--- src/rtl/stereo_pkg.sv ---
// rtl/stereo_pkg.sv - state encoding and pattern select codes for the stereo frame source
package stereo_pkg;

   typedef enum logic [2:0] {
      ST_IDLE   = 3'd0,
      ST_VSYNC  = 3'd1,
      ST_VBLANK = 3'd2,
      ST_LINE   = 3'd3,
      ST_HBLANK = 3'd4
   } state_t;

   localparam logic [1:0] PAT_RAMP  = 2'd0;
   localparam logic [1:0] PAT_CHECK = 2'd1;
   localparam logic [1:0] PAT_XOR   = 2'd2;
   localparam logic [1:0] PAT_ZERO  = 2'd3;

endpackage

--- src/rtl/stereo_pattern_gen.sv ---
// rtl/stereo_pattern_gen.sv - combinational test pattern p(x,y,pattern)
module stereo_pattern_gen
   import stereo_pkg::*;
#(
   parameter int PIXEL_DEPTH = 18,
   parameter int XW          = 11,
   parameter int YW          = 10
) (
   input  logic [XW-1:0]        i_x,
   input  logic [YW-1:0]        i_y,
   input  logic [1:0]           i_pattern,
   output logic [PIXEL_DEPTH:0] o_px
);

   logic [PIXEL_DEPTH:0] w_x_px;
   logic [PIXEL_DEPTH:0] w_y_px;

   // Truncate or zero-extend to pixel width before combining.
   assign w_x_px = (PIXEL_DEPTH+1)'(i_x);
   assign w_y_px = (PIXEL_DEPTH+1)'(i_y);

   always_comb begin
      o_px = '0;
      case (i_pattern)
         PAT_RAMP:  o_px = w_x_px;
         PAT_CHECK: o_px = (i_x[3] ^ i_y[3]) ? '1 : '0;
         PAT_XOR:   o_px = w_x_px ^ (w_y_px << 2);
         default:   o_px = '0;
      endcase
   end

endmodule

--- src/rtl/stereo_frame_source.sv ---
// rtl/stereo_frame_source.sv - left/right grayscale stream with Href/Vsync framing
// Right image is the left image shifted by a latched, clamped disparity.
module stereo_frame_source
   import stereo_pkg::*;
#(
   parameter int PIXEL_DEPTH     = 18,
   parameter int PX_CNT_DEPTH    = 9,
   parameter int LINE_CNT_DEPTH  = 9,
   parameter int PIXELS_PER_LINE = 499,
   parameter int LINES_PER_FRAME = 499,
   parameter int H_BLANK         = 16,
   parameter int VSYNC_LINES     = 2,
   parameter int V_BLANK         = 3,
   parameter int MAX_DISPARITY   = 19,
   parameter int DISPARITY_DEPTH = 4
) (
   input  logic                      pxclk,
   input  logic                      reset,
   input  logic                      iEnable,
   input  logic [1:0]                iPattern,
   input  logic [DISPARITY_DEPTH:0]  iDisparity,
   output logic [PIXEL_DEPTH:0]      oGrayL,
   output logic [PIXEL_DEPTH:0]      oGrayR,
   output logic                      oHref,
   output logic                      oVsync,
   output logic [LINE_CNT_DEPTH:0]   oLine,
   output logic                      oFrameDone
);

   localparam logic [PX_CNT_DEPTH:0]    X_LAST     = (PX_CNT_DEPTH+1)'(PIXELS_PER_LINE + H_BLANK);
   localparam logic [PX_CNT_DEPTH:0]    X_ACT_LAST = (PX_CNT_DEPTH+1)'(PIXELS_PER_LINE);
   localparam logic [PX_CNT_DEPTH+1:0]  X_ACT_W    = (PX_CNT_DEPTH+2)'(PIXELS_PER_LINE);
   localparam logic [LINE_CNT_DEPTH:0]  Y_LAST     = (LINE_CNT_DEPTH+1)'(LINES_PER_FRAME);
   localparam logic [LINE_CNT_DEPTH:0]  VS_LAST    = (LINE_CNT_DEPTH+1)'(VSYNC_LINES - 1);
   localparam logic [LINE_CNT_DEPTH:0]  VB_LAST    = (LINE_CNT_DEPTH+1)'(V_BLANK - 1);
   localparam logic [DISPARITY_DEPTH:0] D_MAX      = (DISPARITY_DEPTH+1)'(MAX_DISPARITY);

   state_t                   r_state;
   state_t                   w_state_nxt;
   logic [PX_CNT_DEPTH:0]    r_x;
   logic [PX_CNT_DEPTH:0]    w_x_nxt;
   logic [LINE_CNT_DEPTH:0]  r_y;
   logic [LINE_CNT_DEPTH:0]  w_y_nxt;
   logic [LINE_CNT_DEPTH:0]  r_lcnt;
   logic [LINE_CNT_DEPTH:0]  w_lcnt_nxt;
   logic                     w_x_wrap;
   logic                     w_latch;
   logic [1:0]               r_pat;
   logic [DISPARITY_DEPTH:0] r_disp;
   logic [DISPARITY_DEPTH:0] w_disp_clamped;
   logic [PX_CNT_DEPTH+1:0]  w_xl;
   logic [PX_CNT_DEPTH+1:0]  w_xr;
   logic                     w_r_valid;
   logic [PIXEL_DEPTH:0]     w_px_l;
   logic [PIXEL_DEPTH:0]     w_px_r;

   assign w_disp_clamped = (iDisparity > D_MAX) ? D_MAX : iDisparity;

   always_comb begin
      w_x_wrap    = (r_x == X_LAST);
      w_x_nxt     = w_x_wrap ? '0 : r_x + 1'b1;
      w_y_nxt     = r_y;
      w_lcnt_nxt  = r_lcnt;
      w_state_nxt = r_state;
      w_latch     = 1'b0;
      case (r_state)
         ST_IDLE: begin
            w_x_nxt    = '0;
            w_y_nxt    = '0;
            w_lcnt_nxt = '0;
            if (iEnable) begin
               w_state_nxt = ST_VSYNC;
               w_latch     = 1'b1;
            end
         end
         ST_VSYNC: begin
            if (w_x_wrap) begin
               if (r_lcnt == VS_LAST) begin
                  w_state_nxt = ST_VBLANK;
                  w_lcnt_nxt  = '0;
               end else begin
                  w_lcnt_nxt = r_lcnt + 1'b1;
               end
            end
         end
         ST_VBLANK: begin
            if (w_x_wrap) begin
               if (r_lcnt == VB_LAST) begin
                  w_state_nxt = ST_LINE;
                  w_lcnt_nxt  = '0;
                  w_y_nxt     = '0;
               end else begin
                  w_lcnt_nxt = r_lcnt + 1'b1;
               end
            end
         end
         ST_LINE: begin
            if (r_x == X_ACT_LAST) w_state_nxt = ST_HBLANK;
         end
         ST_HBLANK: begin
            if (w_x_wrap) begin
               if (r_y < Y_LAST) begin
                  w_y_nxt     = r_y + 1'b1;
                  w_state_nxt = ST_LINE;
               end else begin
                  w_y_nxt = '0;
                  if (iEnable) begin
                     w_state_nxt = ST_VSYNC;
                     w_latch     = 1'b1;
                  end else begin
                     w_state_nxt = ST_IDLE;
                  end
               end
            end
         end
         default: w_state_nxt = ST_IDLE;
      endcase
   end

   // Pixels are generated from the next column so outputs line up with oHref.
   assign w_xl      = {1'b0, w_x_nxt};
   assign w_xr      = w_xl + (PX_CNT_DEPTH+2)'(r_disp);
   assign w_r_valid = (w_xr <= X_ACT_W);

   stereo_pattern_gen #(
      .PIXEL_DEPTH (PIXEL_DEPTH),
      .XW          (PX_CNT_DEPTH+2),
      .YW          (LINE_CNT_DEPTH+1)
   ) u_pat_l (
      .i_x       (w_xl),
      .i_y       (w_y_nxt),
      .i_pattern (r_pat),
      .o_px      (w_px_l)
   );

   stereo_pattern_gen #(
      .PIXEL_DEPTH (PIXEL_DEPTH),
      .XW          (PX_CNT_DEPTH+2),
      .YW          (LINE_CNT_DEPTH+1)
   ) u_pat_r (
      .i_x       (w_xr),
      .i_y       (w_y_nxt),
      .i_pattern (r_pat),
      .o_px      (w_px_r)
   );

   always_ff @(posedge pxclk or negedge reset) begin
      if (!reset) begin
         r_state    <= ST_IDLE;
         r_x        <= '0;
         r_y        <= '0;
         r_lcnt     <= '0;
         r_pat      <= '0;
         r_disp     <= '0;
         oGrayL     <= '0;
         oGrayR     <= '0;
         oHref      <= 1'b0;
         oVsync     <= 1'b0;
         oLine      <= '0;
         oFrameDone <= 1'b0;
      end else begin
         r_state <= w_state_nxt;
         r_x     <= w_x_nxt;
         r_y     <= w_y_nxt;
         r_lcnt  <= w_lcnt_nxt;
         if (w_latch) begin
            r_pat  <= iPattern;
            r_disp <= w_disp_clamped;
         end
         oVsync     <= (w_state_nxt == ST_VSYNC);
         oHref      <= (w_state_nxt == ST_LINE);
         oGrayL     <= (w_state_nxt == ST_LINE) ? w_px_l : '0;
         oGrayR     <= (w_state_nxt == ST_LINE && w_r_valid) ? w_px_r : '0;
         oLine      <= (w_state_nxt == ST_LINE || w_state_nxt == ST_HBLANK) ? w_y_nxt : '0;
         oFrameDone <= (r_state == ST_LINE) && (w_state_nxt == ST_HBLANK) && (r_y == Y_LAST);
      end
   end

endmodule

--- config.mk ---
export PLATFORM = sky130hd
export DESIGN_NAME = stereo_frame_source
export DESIGN_NICKNAME = d
export VERILOG_FILES = /design/src/rtl/stereo_pkg.sv /design/src/rtl/stereo_pattern_gen.sv /design/src/rtl/stereo_frame_source.sv
export SDC_FILE = /design/constraint.sdc
export NUM_CORES = 1
export LEC_CHECK = 0
export BUFFER_PORTS_ARGS = -buffer_cell sky130_fd_sc_hd__clkbuf_2
export CAP_MARGIN = 20
export CORE_MARGIN = 1
export CORE_UTILIZATION = 43
export DETAILED_ROUTE_END_ITERATION = 6
export PLACE_DENSITY_LB_ADDON = 0.12
export SKIP_CTS_REPAIR_TIMING = 1
export SLEW_MARGIN = 20
export SYNTH_ARGS = -nofsm -noshare
export SYNTH_HDL_FRONTEND = slang
export SYNTH_SLANG_ARGS = --single-unit
--- constraint.sdc ---
create_clock -name pxclk -period 10.4 [get_ports pxclk]
set_input_delay 1.56 -clock pxclk [delete_from_list [all_inputs] [get_ports pxclk]]
set_output_delay 1.56 -clock pxclk [all_outputs]
set_load 0.05 [all_outputs]
# --- After elaboration in Yosys (flattened, before gate mapping) ---
# Index checks and enable logic that the tools add are counted.
classes:
  addsub: 4
  magnitude_cmp: 3
  eq_ne: 16
  muxes: 34
  bitwise: 4
  n_reduce_logical: 8
ops:
  columns: ["cell", "count"]
  rows:
  - ["case mux 19 bit (3 select lines)", 2]
  - ["2-to-1 mux 10 bit", 11]
  - ["2-to-1 mux 19 bit", 4]
  - ["case mux 10 bit (3 select lines)", 2]
  - ["adder 10 x 1 -> 10 bit, second input constant", 3]
  - ["2-to-1 mux 3 bit", 7]
  - ["equality test 10 x 9 -> 1 bit, second input constant", 2]
  - ["case mux 3 bit (5 select lines)", 1]
  - ["XOR 10 x 12 -> 12 bit", 1]
  - ["XOR 11 x 12 -> 12 bit", 1]
  - ["adder 10 x 5 -> 11 bit", 1]
  - ["less-or-equal comparator 11 x 9 -> 1 bit, second input constant", 1]
  - ["equality test 10 x 1 -> 1 bit, second input constant", 1]
  - ["equality test 10 bit, second input constant", 1]
  - ["equality test 10 x 2 -> 1 bit, second input constant", 1]
  - ["< comparator 10 x 9 -> 1 bit, second input constant", 1]
  - ["equality test 3 x 2 -> 1 bit, second input constant", 3]
  - ["equality test 3 x 1 -> 1 bit, second input constant", 2]
  - ["equality test 3 bit, second input constant", 2]
  - ["greater-than comparator 5 bit, second input constant", 1]
  - ["2-to-1 mux 5 bit", 1]
  - ["2-to-1 mux 1 bit", 4]
  - ["!= test 2 bit, second input constant", 2]
  - ["logical AND 1 bit", 3]
  - ["10 further kinds", 11]
totals:
  regBits: 91
  wordCells: 81

# --- Logic depth before layout (Yosys ltp) ---
# Gate-level depths: netlist of run 1.
logic_depth:
  ltp_word: 8
  depth_mapped: 16
  ltp_nobuf: 14

# --- By module ---
# Synthesis of run 1 repeated with hierarchy kept, for this count alone.
hier_totals:
  hier_cells: 516
  hier_area_um2: 5116.2
modules_own_cells:
  columns: ["mod", "n_inst", "cells_per_inst", "area_per_inst_um2", "seq_area_each_um2"]
  rows:
  - ["stereo_frame_source", 1, 410, 4393.0, 2277.2]
  - ["stereo_pattern_gen", 2, 53, 361.6, 0.0]

# --- Worst setup path after synthesis of run 1 ---
# OpenSTA, ideal clock, no wires.
synth_path:
  path_kind: "flip-flop to flip-flop"
  startpoint: "reg r_x[0]"
  endpoint: "reg oGrayR[3]"
  setup_time_ns: 0.067
  arrival_time_ns: 3.928
  path_slack_ns: 6.405
  path_stages_with_launch: 16
  n_path_buf: 2
  period_less_slack_ns: 3.995
  cell_sequence: "dfrtp_1 ha_1 or3b_2 clkbuf_1 o31a_1 buf_6 nand2_1 inv_1 ha_1 a211o_1 and3_1 o22ai_1 nor4b_2 mux2_4 nor4_4 o221a_1"
synth_between:
  elab_chain_len: 8
  elab_cells_between_ends: 22
  classes_between: "add/sub: 2; order compare: 1; eq/ne: 3; mux: 13; bitwise: 2; reduce/logical: 1"
synth_lines:
  columns: ["element", "line", "text"]
  rows:
  - ["start, declared", "stereo_frame_source.sv:40", "logic [PX_CNT_DEPTH:0] r_x;"]
  - ["start signal, assigned", "stereo_frame_source.sv:163", "r_x <= w_x_nxt;"]
  - ["adder 10 x 1 -> 10 bit / equality test 10 bit (equally long branches)", "stereo_frame_source.sv:61, stereo_frame_source.sv:60", null]
  - ["2-to-1 mux 10 bit *", "stereo_frame_source.sv:61", "w_x_nxt = w_x_wrap ? '0 : r_x + 1'b1;"]
  - ["2-to-1 mux 10 bit *", "stereo_frame_source.sv:66", "case (r_state)"]
  - ["via u_pat_l.i_x[1]", "stereo_pattern_gen.sv:9", "input logic [XW-1:0] i_x,"]
  - ["adder 10 x 5 -> 11 bit *", "stereo_frame_source.sv:122", "assign w_xr = w_xl + (PX_CNT_DEPTH+2)'(r_disp);"]
  - ["branches (longest 3 deep; another with less-or-equal comparator 11 x 9 -> 1 bit)", null, null]
  - ["2-to-1 mux 19 bit *", "stereo_frame_source.sv:173", "oGrayR <= (w_state_nxt == ST_LINE && w_r_valid) ? w_px_r : '0;"]
  - ["end signal, assigned", "stereo_frame_source.sv:173", null]
  - ["end, declared", "stereo_frame_source.sv:23", "output logic [PIXEL_DEPTH:0] oGrayR,"]
# Mark *: on every way through the listed nets, which the timed path passes.
# A chain may end at the register's enable or synchronous reset.

# --- Worst setup path after layout of run 1 ---
layout_path:
  startpoint: "reg r_x[4]"
  endpoint: "reg oGrayR[3]"
layout_between:
  elab_chain_len: 8
  elab_cells_between_ends: 22
  classes_between: "add/sub: 2; order compare: 1; eq/ne: 3; mux: 13; bitwise: 2; reduce/logical: 1"
layout_lines:
  columns: ["element", "line", "text"]
  rows:
  - ["equality test 10 bit *", "stereo_frame_source.sv:60", "w_x_wrap = (r_x == X_LAST);"]
  - ["2-to-1 mux 10 bit *", "stereo_frame_source.sv:61", null]
  - ["2-to-1 mux 10 bit *", "stereo_frame_source.sv:66", null]
  - ["via u_pat_l.i_x[2]", "stereo_pattern_gen.sv:9", null]
  - ["adder 10 x 5 -> 11 bit *", "stereo_frame_source.sv:122", null]
  - ["branches (longest 3 deep; another with less-or-equal comparator 11 x 9 -> 1 bit)", null, null]
  - ["2-to-1 mux 19 bit *", "stereo_frame_source.sv:173", null]
# Marked as above.

==> results.md, run 1 <==
- Synth unique cells: 81
- Measured slew at the worst slew-check pin: 0.886 ns
- Hold-critical path endpoint: r_disp[0]
- Period minus WS final: around 4.5 ns
- Max Fanout on Critical Path: 9
- Pre-Repair DR Iteration Count: 6
- RR Startpoint: r_x[4]
- CP Class: register to register
- Setup crit end kind: register
- Combinational share of power: approximately 1.5%
- Gr ovfl total: 0
- Reg power frac: 54.1%
- Die width: 107 um
- Largest net degree at the start of global routing: 80
- Syn. warnings: 0
- Layout area overhead: 10.5%
- Initial core utilization: 45.0%
- Reg2reg end: oGrayR[3]
- Register area: 1980 sq um
- Vias in the first global route: 3962
- DRC: 0
- WP data arrival: 4.87 ns
- Fillers: ~1k
- Post-DP HPWL: approximately 9.5 mm
- Initial DRC count: between 200 and 250
- Seq/Total Area, Yosys: 41.8%
- Worst Skew: 0.0159 ns
- DP Area: 5020 sq um
- Hold Path Class: register to register
- Int Pwr: 0.443 mW
- Die height: 107 um
- Main synth FF type: dfrtp_1
- GRT Overall Usage: 24.2%
- Design Area, Final: 5230 sq um
- ANT nets after route: 0
- Post-synth EDFFs: 0
- Die area: roughly 11000 sq um
- R2R depth: 11
- Syn nets: ~520
- Share of layout cells above drive strength 1: 20.6%
- Fin. max-slew vios: 0
- Ports: 61
- H-tree depth: 3
- Hold Startpoint: r_disp[0]
- Mean Syn Cell Area: 9.45 sq um
- Worst endpoint required time: 10.72 ns
- MaxCap Viol Count: 0
- Final period utilization: between 40% and 50%
- Hold-critical path depth: 2
- Delay-heaviest family, CP: simple AND/OR/NAND/NOR gates
- Maximum clock frequency: around 220 MHz
- Total CTS buffers: 9
- P per Cell Area: 108 nW/um^2
- Synth Instances: 501
- Port Buffers: 60
- TritonCTS clock tree: built
- WL per Instance: 19.0 um
- Clock transition at the registers of the reported paths: around 0.090 ns
- CTS root buffer: clkbuf_8
- CORE AREA: 10500 sq um
- Layout Nets: 559
- #FFs+latches synth: 79
- First-pass GRT wire length: between 20 and 25 mm
- CP max stage delay: 0.70 ns
- Vias per inst: 6.01
- Total Routed Length: approximately 13 mm
- Final Wtd Congestion: just under 0.9
- Later-pin clock latency in the skew report: 0.38 ns
- Reg2Reg Setup Slack: a little under 6 ns
- Critical path cell sequence: or4_1 -> o31ai_4 -> nor2_1 -> ha_1 -> or2_2 -> and3_1 -> o22ai_1 -> nor4b_2 -> mux2_4 -> nor4_4 -> o221a_1
- Initial antenna violation count: 0
- Net switching power: 0.124 mW
- Multi-input gate area: 2480 sq um
- CP startpoint kind: register
- RSZ-0062 raised after global routing: false
- Clock Path Buffers: 2
- Clock Power Share: 44.4%
- Pleak: 2.31 nW
- Peak VDD IR: 74.4 uV
- Final setup violation count: 0
- Slowest CP cell: or4_1
- Clk sinks: 79
- Slew Limit Headroom: around two fifths
- Switch share: 21.9%
- Row cnt: 37
- Final Hold Vio Count: 0
- Status: finished clean
- ANT cells: 0
- Synthesized area: around 4700 sq um
- Worst path bufs/invs: 0
- Asr flop ratio synth: 100%
- Setup tns final: 0 ns
- Vias post-DR: 4079
## flip-flops by register name, summed over array words and instances, names as in the netlist
register,flops
oGrayL,13
oGrayR,13
oLine,10
r_lcnt,10
r_x,10
r_y,10
r_disp,5
r_state,3
r_pat,2
oFrameDone,1
oHref,1
oVsync,1
## cell usage in the layout, fill, tap and decap left out, types with 4 or more instances in the layout
cell        n
a21o_1      4
o22ai_1     4
a21oi_1    21
a21boi_0    5
nand2_1    31
o31a_1      5
a211oi_1    5
a31oi_1     6
or2_2       8
nor3_1     12
nor2b_1     9
o2111ai_1   4
nor4_1      6
or4_1       4
clkbuf_8    9
clkbuf_2   59
and3_1      8
o31ai_1     4
nand3_1    24
xnor2_1     8
and4_1      4
dfrtp_1    79
ha_1       10
nand2b_1    7
o211ai_1    7
nor2_1     43
xor2_1     14
or3_1       7
nand4_1    11
mux2_2      6
inv_1      18
o21a_1      9
o21ai_0    20
## power groups by stage
stage / Clock, mW / Sequential, mW / Combinational, mW
5_1_grt: 0.273 / 0.307 / 0.0102
4_1_cts: 0.260 / 0.307 / 0.00908
3_3_place_gp: 0 / 0.313 / 0.00872
2_1_floorplan: 0 / 0.313 / 0.000638
3_5_place_dp: 0 / 0.313 / 0.00910
6_report: 0.252 / 0.307 / 0.00851
## worst max-delay path by stage
stage	startpoint	endpoint	slack [ns]	cells past startpoint
2_1_floorplan	r_x[0]	oGrayR[3]	6.40	15
3_3_place_gp	r_x[0]	oGrayR[3]	6.02	13
3_5_place_dp	r_x[0]	oGrayR[3]	5.92	13
4_1_cts	r_x[0]	oGrayR[3]	5.88	12
5_1_grt	r_x[0]	oGrayR[3]	5.60	13
6_report	r_x[4]	oGrayR[3]	5.86	11
## metal layers
layer	track usage (%)	wire (um)
met5	0	0
met4	15.6	691
met3	4.19	689
met2	36.4	5700
met1	32.3	5810
## cells in the mapped netlist (4+ instances only)
master | number | area (sq um)
o31a_1 | 5 | 43.8
o21ai_0 | 20 | 100
nor2_1 | 43 | 161
ha_1 | 10 | 125
nand2b_1 | 7 | 43.8
o2111ai_1 | 4 | 35.0
a21oi_1 | 21 | 105
and4_1 | 4 | 35.0
inv_1 | 18 | 67.6
nor3_1 | 12 | 60.1
a31oi_1 | 6 | 37.5
o21a_1 | 9 | 67.6
clkbuf_1 | 18 | 67.6
nand4_1 | 11 | 68.8
nand2_1 | 31 | 116
a211oi_1 | 5 | 37.5
a21boi_0 | 5 | 37.5
mux2_2 | 6 | 67.6
and3_1 | 8 | 50.1
o211ai_1 | 7 | 52.6
or2_2 | 8 | 50.1
dfrtp_1 | 79 | 1980
o31ai_1 | 4 | 30.0
a21o_1 | 4 | 30.0
or3_1 | 7 | 43.8
xnor2_1 | 8 | 70.1
nand3_1 | 24 | 120
buf_4 | 12 | 90.1
or4_1 | 4 | 30.0
xor2_1 | 14 | 123
nor4_1 | 6 | 37.5
o22ai_1 | 4 | 25.0
nor2b_1 | 9 | 56.3
## through the flow
step	power, mW	setup WS, ns	std cells	utilization, %	hold WS (ns)
after global placement	0.322	6.02	663	47.7	0.487
after floorplan	0.314	6.40	501	-	0.456
final	0.567	5.86	679	49.8	0.498
after global routing	0.590	5.60	679	49.8	0.562
after CTS	0.576	5.88	679	49.8	0.508
after detailed placement	0.322	5.92	663	47.7	0.486
## cell type report
class	instances	share of cell area [%]
multi-input cells	367	47.4
repair buffers	62	6.15
clock inverters	6	1.63
well taps	136	3.25
clock buffers	10	2.44
inverters	19	1.36
flip-flops and latches	79	37.8
## cells by family after synthesis
| logic type | share of synthesized area [%] |
|---|---|
| and+or+nand+nor | 22.6 |
| AOI/OAI and AO/OA | 20.7 |
| DFF | 41.8 |
| buffers and inverters | 5.84 |
| xor gates and xnor gates | 4.07 |
| adders and majority gates | 3.07 |
| muxes | 1.96 |
## worst register-to-register path: cells and delay by family (launching register included)
kind,cells,cell delay [ns]
fa+ha+maj,1,0.35
simple gates,6,2.07
compound gates,3,1.23
mux,1,0.34
flops,1,0.50
Note: power is estimated with default switching activity, not from simulation.
==> run 2, diff against run 1 <==
==> constraint.sdc (replaced) <==
create_clock -name pxclk -period 4.2 [get_ports pxclk]
set_input_delay 0.63 -clock pxclk [delete_from_list [all_inputs] [get_ports pxclk]]
set_output_delay 0.63 -clock pxclk [all_outputs]
set_load 0.05 [all_outputs]
==> run 2 against run 1 <==
Worst hold slack worse by 0.21 ns. Largest power group unchanged. Clock power is 140% higher. Wire length is 0.56% higher. Combinational power is 150% higher. Highest routed layer unchanged. Die area stayed put. Utilization is 1.5 points higher. Count of clock-buffer cells in the layout stayed put. First-iteration DRC count is 1.4% higher. Final area is 2.9% higher. Global-route usage is 0.32 points lower. Clock skew is 0.0041 ns lower. Largest cell class unchanged.
==> results.md, run 2 (synthesized netlist as in run 1, its figures left out) <==
- Row cnt: 37 (unchanged)
- Post-DP HPWL: 9.59 mm (was 9.51 mm)
- WL per Instance: 18.5 um (was 19.0 um)
- Period minus WS final: 3.95 ns (was 4.54 ns)
- Pleak: 2.42 nW (was 2.31 nW)
- Clk sinks: 79 (unchanged)
- CP Class: register to register (unchanged)
- Placed insts: 681 (was 663)
- Final setup violation count: 0 (unchanged)
- GRT Overall Usage: 23.9% (was 24.2%)
- R2R depth: 13 (was 11)
- Setup tns final: 0 ns (unchanged)
- Ports: 61 (unchanged)
- Initial core utilization: 45.0% (unchanged)
- Max Fanout on Critical Path: 12 (was 9)
- Setup crit end kind: register (unchanged)
- Fin. max-slew vios: 0 (unchanged)
- P per Cell Area: 257 nW/um^2 (was 108 nW/um^2)
- Worst endpoint required time: 4.49 ns (was 10.72 ns)
- Final Wtd Congestion: 0.916 (was 0.875)
- Power Total: 1.38 mW (was 0.567 mW)
- Die area: 11400 sq um (unchanged)
- Clock Path Buffers: 2 (unchanged)
- Fillers: 997 (was 1014)
- First-pass GRT wire length: 20.8 mm (about the same)
- Non-Filler Instances: 699 (was 679)
- ANT nets after route: 0 (unchanged)
- Most frequent cells in the layout: dfrtp_1, clkbuf_2, nor2_1 (unchanged)
- Total CTS buffers: 9 (unchanged)
- Reg2reg end: oGrayR[11] (was oGrayR[3])
- Final Hold Vio Count: 0 (unchanged)
- CORE AREA: 10500 sq um (unchanged)
- Initial antenna violation count: 0 (unchanged)
- Clock transition at the registers of the reported paths: 0.08 ns (was 0.09 ns)
- Hold Path Class: input port to async pin (was register to register)
- Pre-Repair DR Iteration Count: 4 (was 6)
- Later-pin clock latency in the skew report: 0.37 ns (was 0.38 ns)
- Initial DRC count: 222 (was 219)
- RSZ-0062 raised after global routing: false (unchanged)
- RR Startpoint: r_x[6] (was r_x[4])
- Final period utilization: 94.1% (was 43.7%)
- Share of layout cells above drive strength 1: 23.8% (was 20.6%)
- CTS root buffer: clkbuf_8 (unchanged)
- Measured slew at the worst slew-check pin: 0.794 ns (was 0.886 ns)
- Vias per inst: 5.90 (was 6.01)
- H-tree depth: 3 (unchanged)
- Slew Limit Headroom: 46.6% (was 40.1%)
- Total Routed Length: 13.0 mm (was 12.9 mm)
- Worst Skew: 0.0118 ns (was 0.0159 ns)
- Multi-input gate area: 2490 sq um (was 2480 sq um)
- Commonest non-fill, non-tap cell in the layout: dfrtp_1 (unchanged)
- Status: finished clean (unchanged)
- Worst Hold Slack: 0.291 ns (was 0.498 ns)
- Largest net degree at the start of global routing: 80 (unchanged)
- Register area: 1980 sq um (unchanged)
- Maximum clock frequency: 253 MHz (was 220 MHz)
- Layout Nets: 579 (was 559)
- Gr ovfl total: 0 (unchanged)
- Reg2Reg Setup Slack: 0.25 ns (was 5.86 ns)
- DRC: 0 (unchanged)
- Die height: 107 um (unchanged)
- MaxCap Viol Count: 0 (unchanged)
- Largest registers: oGrayL (13), oGrayR (13) (unchanged)
- WP data arrival: 4.24 ns (was 4.87 ns)
- Layout area overhead: 13.8% (was 10.5%)
- TritonCTS clock tree: built (unchanged)
- Die width: 107 um (unchanged)
- ANT cells: 0 (unchanged)
- Vias post-DR: 4127 (was 4079)
- Port Buffers: 60 (unchanged)
- Peak VDD IR: 153 uV (was 74.4 uV)
- Vias in the first global route: 3942 (was 3962)
- CP startpoint kind: register (unchanged)
-- run 2: power by group --
group,switching (mW),internal [mW]
combinational,0.0164,0.00460
clock,0.308,0.294
sequential,0,0.760
-- run 2: metrics by stage --
| stage | cell area (sq um) | util, % | setup WS [ns] |
|---|---|---|---|
| 5_1_grt | 5390 | 51.2 | 0.0215 |
| 3_3_place_gp | 5150 | 49.0 | 0.264 |
| 3_5_place_dp | 5150 | 49.0 | 0.154 |
| 6_report | 5390 | 51.2 | 0.247 |
| 2_1_floorplan | 4730 | - | 0.205 |
| 4_1_cts | 5360 | 51.0 | 0.115 |
-- run 2: area by class of cell --
class | instances | area share, %
multi-input combinational | 367 | 46.2
clock inverter | 6 | 1.28
tap | 136 | 3.16
inverter | 19 | 1.32
timing repair buffer | 82 | 8.76
clock buffer | 10 | 2.56
sequential | 79 | 36.7
-- run 2: how the worst max path moves through the flow --
stage | slack, ns | from | end | cells past startpoint
after global placement | 0.26 | r_x[0] | oGrayR[3] | 13
after detailed placement | 0.15 | r_x[0] | oGrayR[3] | 13
after floorplan | 0.20 | r_x[0] | oGrayR[3] | 15
after CTS | 0.12 | r_x[0] | oGrayR[3] | 13
after global routing | 0.02 | r_x[6] | oGrayR[11] | 13
final | 0.25 | r_x[6] | oGrayR[11] | 13
-- run 2: worst max-delay path: stages, from the launching register on --
cell and delay (ns):
dfrtp_1 0.46, or4_1 0.68, o31a_1 0.37, nand2_1 0.13
inv_1 0.10, ha_1 0.28, a211o_1 0.30, and3_1 0.23
or4_1 0.48, mux2_2 0.27, nand3_1 0.08, buf_4 0.19
a21oi_1 0.07, nor3_1 0.24
-- run 2: per-layer routing --
metal / share of wire [%] / wire, um / up-vias / track usage [%]
met5: 0 / 0 / - / 0
met4: 2.4 / 305 / 0 / 10.9
met3: 5.8 / 746 / 18 / 2.80
met2: 46 / 6010 / 138 / 37.6
met1: 46 / 5900 / 2018 / 33.0
li1: - / - / 1953 / -
==> run 3, diff against run 2 <==
--- a/config.mk
+++ b/config.mk
@@ -5,9 +5,10 @@
 export SDC_FILE = /design/constraint.sdc
 export NUM_CORES = 1
 export LEC_CHECK = 0
+export ABC_AREA = 1
 export BUFFER_PORTS_ARGS = -buffer_cell sky130_fd_sc_hd__clkbuf_2
 export CAP_MARGIN = 20
-export CORE_MARGIN = 1
+export CORE_MARGIN = 2
 export CORE_UTILIZATION = 43
 export DETAILED_ROUTE_END_ITERATION = 6
 export PLACE_DENSITY_LB_ADDON = 0.12
==> run 3 against run 2 <==
Fmax up 13%. Largest power group unchanged. Register-to-register slack gained 0.47 ns. First-iteration DRC count is 18% higher. Combinational power rose to 3.2 times the previous value. Utilization is 1.1 points lower. Sequential power is 1% higher. Highest routed layer unchanged.
==> results.md, run 3 <==
- Status: finished clean (unchanged)
- Pleak: 2.85 nW (was 2.42 nW)
- Clock transition at the registers of the reported paths: 0.06 ns (was 0.08 ns)
- TritonCTS clock tree: built (unchanged)
- Commonest cells post-synth: nand2_1, inv_1, dfrtp_1 (was dfrtp_1, nor2_1, nand2_1)
- Post-synthesis mux area share: 0% (was 1.96%)
- CORE AREA: 10900 sq um (was 10500 sq um)
- ANT cells: 0 (unchanged)
- Synthesized area: 4850 sq um (was 4730 sq um)
- Most common cell on crit path: nand2_1 (was or4_1)
- Largest family of logic cells by synthesized area: simple AND/OR/NAND/NOR gates (unchanged)
- Initial core utilization: 44.3% (was 45.0%)
- Worst path bufs/invs: 2 (unchanged)
- Gr ovfl total: 0 (unchanged)
- Post-Synth XOR/XNOR Area: 1.08% (was 4.07%)
- RSZ-0062 raised after global routing: false (unchanged)
- Synth area leaders: dfrtp_1, nand2_1, nand3_1 (was dfrtp_1, nor2_1, ha_1)
- Measured slew at the worst slew-check pin: 0.892 ns (was 0.794 ns)
- WL per Instance: 15.3 um (was 18.5 um)
- Post-synth EDFFs: 0 (unchanged)
- H-tree depth: 3 (unchanged)
- Post-synth top area share: 40.8% (was 41.8%)
- Ports: 61 (unchanged)
- Clock Path Buffers: 2 (unchanged)
- Post-synthesis adder-cell area fraction: 2.99% (was 3.07%)
- Peak VDD IR: 177 uV (was 153 uV)
- WP data arrival: 3.76 ns (was 4.24 ns)
- Reg2Reg Setup Slack: 0.71 ns (was 0.25 ns)
- Power Total: 1.59 mW (was 1.38 mW)
- GRT Overall Usage: 23.2% (was 23.9%)
- R2R depth: 20 (was 13)
- Reg2reg end: oGrayR[0] (was oGrayR[11])
- CP max stage delay: 0.45 ns (was 0.68 ns)
- Seq/Total Area, Yosys: 40.8% (was 41.8%)
- Asr flop ratio synth: 100% (unchanged)
- Final period utilization: 83.0% (was 94.1%)
- Clk sinks: 79 (unchanged)
- Syn. warnings: 0 (unchanged)
- First-pass GRT wire length: 21.0 mm (was 20.8 mm)
- Largest net degree at the start of global routing: 80 (unchanged)
- ANT nets after route: 0 (unchanged)
- Layout Nets: 713 (was 579)
- Vias post-DR: 4327 (was 4127)
- Row cnt: 38 (was 37)
- Maximum clock frequency: 287 MHz (was 253 MHz)
- Post-DP HPWL: 9.90 mm (was 9.59 mm)
- Synth unique cells: 44 (was 81)
- CTS root buffer: clkbuf_16 (was clkbuf_8)
- RR Startpoint: r_x[0] (was r_x[6])
- CP Class: register to register (unchanged)
- Fin. max-slew vios: 0 (unchanged)
- Vias in the first global route: 4088 (was 3942)
- Die width: 110 um (was 107 um)
- Max Fanout on Critical Path: 11 (was 12)
- Most frequent cell after synthesis: nand2_1 (was dfrtp_1)
- Die height: 110 um (was 107 um)
- Worst endpoint required time: 4.47 ns (was 4.49 ns)
- Main synth FF type: dfrtp_1 (unchanged)
- Mean Syn Cell Area: 7.60 sq um (was 9.45 sq um)
- #FFs+latches synth: 79 (unchanged)
- Setup tns final: 0 ns (unchanged)
- MaxCap Viol Count: 0 (unchanged)
- Largest registers: oGrayL (13), oGrayR (13) (unchanged)
- Slowest CP cell: dfrtp_1 (was or4_1)
- Simple-Gate Fraction of Synth Area: 36.6% (was 22.6%)
- Total CTS buffers: 9 (unchanged)
- P per Cell Area: 290 nW/um^2 (was 257 nW/um^2)
- Die area: 12100 sq um (was 11400 sq um)
- Setup crit end kind: register (unchanged)
- CP startpoint kind: register (unchanged)
- Pre-Repair DR Iteration Count: 5 (was 4)
- Slew Limit Headroom: 40.3% (was 46.6%)
- Most frequent cells in the layout: nand2_1, inv_1, dfrtp_1 (was dfrtp_1, clkbuf_2, nor2_1)
- Critical path cell sequence: ha_1 -> nand2_4 -> inv_2 -> nand3_2 -> nand2_1 -> nor3b_1 -> ha_1 -> nand2_1 -> nand2_1 -> nand2_1 -> nand2_1 -> nor2_1 -> inv_1 -> nand2_1 -> nand2_1 -> nand2_1 -> nor2_1 -> nand3_2 -> nand3_2 -> a21oi_1 (was or4_1 -> o31a_1 -> nand2_1 -> inv_1 -> ha_1 -> a211o_1 -> and3_1 -> or4_1 -> mux2_2 -> nand3_1 -> buf_4 -> a21oi_1 -> nor3_1)
- Initial antenna violation count: 0 (unchanged)
- Worst Skew: 0.00743 ns (was 0.0118 ns)
- Share of layout cells above drive strength 1: 20.7% (was 23.8%)
- Period minus WS final: 3.49 ns (was 3.95 ns)
- Syn nets: 659 (was 522)
- Later-pin clock latency in the skew report: 0.35 ns (was 0.37 ns)
- Final setup violation count: 0 (unchanged)
- Commonest non-fill, non-tap cell in the layout: nand2_1 (was dfrtp_1)
- Compound-Gate Fraction of Synth Area: 8.44% (was 20.7%)
- Initial DRC count: 263 (was 222)
- Worst Hold Slack: 0.315 ns (was 0.291 ns)
- Vias per inst: 5.17 (was 5.90)
- Hold Path Class: input port to async pin (unchanged)
- Port Buffers: 60 (unchanged)
- Final Hold Vio Count: 0 (unchanged)
- Total Routed Length: 12.8 mm (was 13.0 mm)
- Delay-heaviest family, CP: simple AND/OR/NAND/NOR gates (unchanged)
- DRC: 0 (unchanged)
- Final Wtd Congestion: 0.897 (was 0.916)
- Synth Instances: 638 (was 501)
- Largest area contributor in the netlist: dfrtp_1 (unchanged)
- Layout area overhead: 13.2% (was 13.8%)
-- run 3: worst register-to-register path, cell delays in order, from the launching register on --
cell,delay (ns)
dfrtp_1,0.45
ha_1,0.28
nand2_4,0.16
inv_2,0.06
nand3_2,0.09
nand2_1,0.12
nor3b_1,0.41
ha_1,0.37
nand2_1,0.10
nand2_1,0.06
nand2_1,0.06
nand2_1,0.04
nor2_1,0.22
inv_1,0.12
nand2_1,0.08
nand2_1,0.09
nand2_1,0.08
nor2_1,0.05
nand3_2,0.09
nand3_2,0.26
a21oi_1,0.22
-- run 3: final cells by class --
type	instances	area (sq um)
repair buffers	60	307
clock inverters	5	42.5
inverters	95	363
clock buffers	11	243
multi-input cells	447	2380
flip-flops and latches	79	1980
fillers	1128	5450
well taps	140	175
-- run 3: cells by family after synthesis --
logic type | Yosys count
and+or+nand+nor | 362
buffers and inverters | 112
DFF | 79
AOI/OAI and AO/OA | 68
adders and majority gates | 11
xor gates and xnor gates | 6
-- run 3: stage by stage --
step / std cells / utilization, % / instance area, sq um / setup WS (ns)
after CTS: 837 / 50.1 / 5480 / 0.761
after global routing: 837 / 50.2 / 5490 / 0.364
after floorplan: 638 / - / 4850 / 1.26
after global placement: 821 / 47.5 / 5200 / 0.925
final: 837 / 50.2 / 5490 / 0.713
after detailed placement: 821 / 47.5 / 5200 / 0.779
-- run 3: power breakdown --
group | leakage, nW | switching, mW | internal (mW)
Clock | 0.142 | 0.330 | 0.423
Sequential | 1.07 | 0.00515 | 0.765
Combinational | 1.64 | 0.0478 | 0.0190
Total | 2.85 | 0.383 | 1.21
-- run 3: layer usage --
layer	track usage [%]	routed length (um)
met3	3.70	700
met5	0	0
met2	35.6	5760
met1	32.2	5930
met4	10.7	425
-- run 3: worst max path at each step --
| stage | end | slack, ns | startpoint | cells past startpoint |
|---|---|---|---|---|
| finish | oGrayR[0] | 0.71 | r_x[0] | 20 |
| global route | oGrayR[11] | 0.36 | r_x[0] | 20 |
| CTS | oGrayR[0] | 0.76 | r_x[0] | 20 |
| detailed placement | oGrayR[0] | 0.78 | r_x[0] | 20 |
| global placement | oGrayR[0] | 0.93 | r_x[0] | 20 |
| floorplan | oGrayR[4] | 1.26 | r_x[0] | 20 |
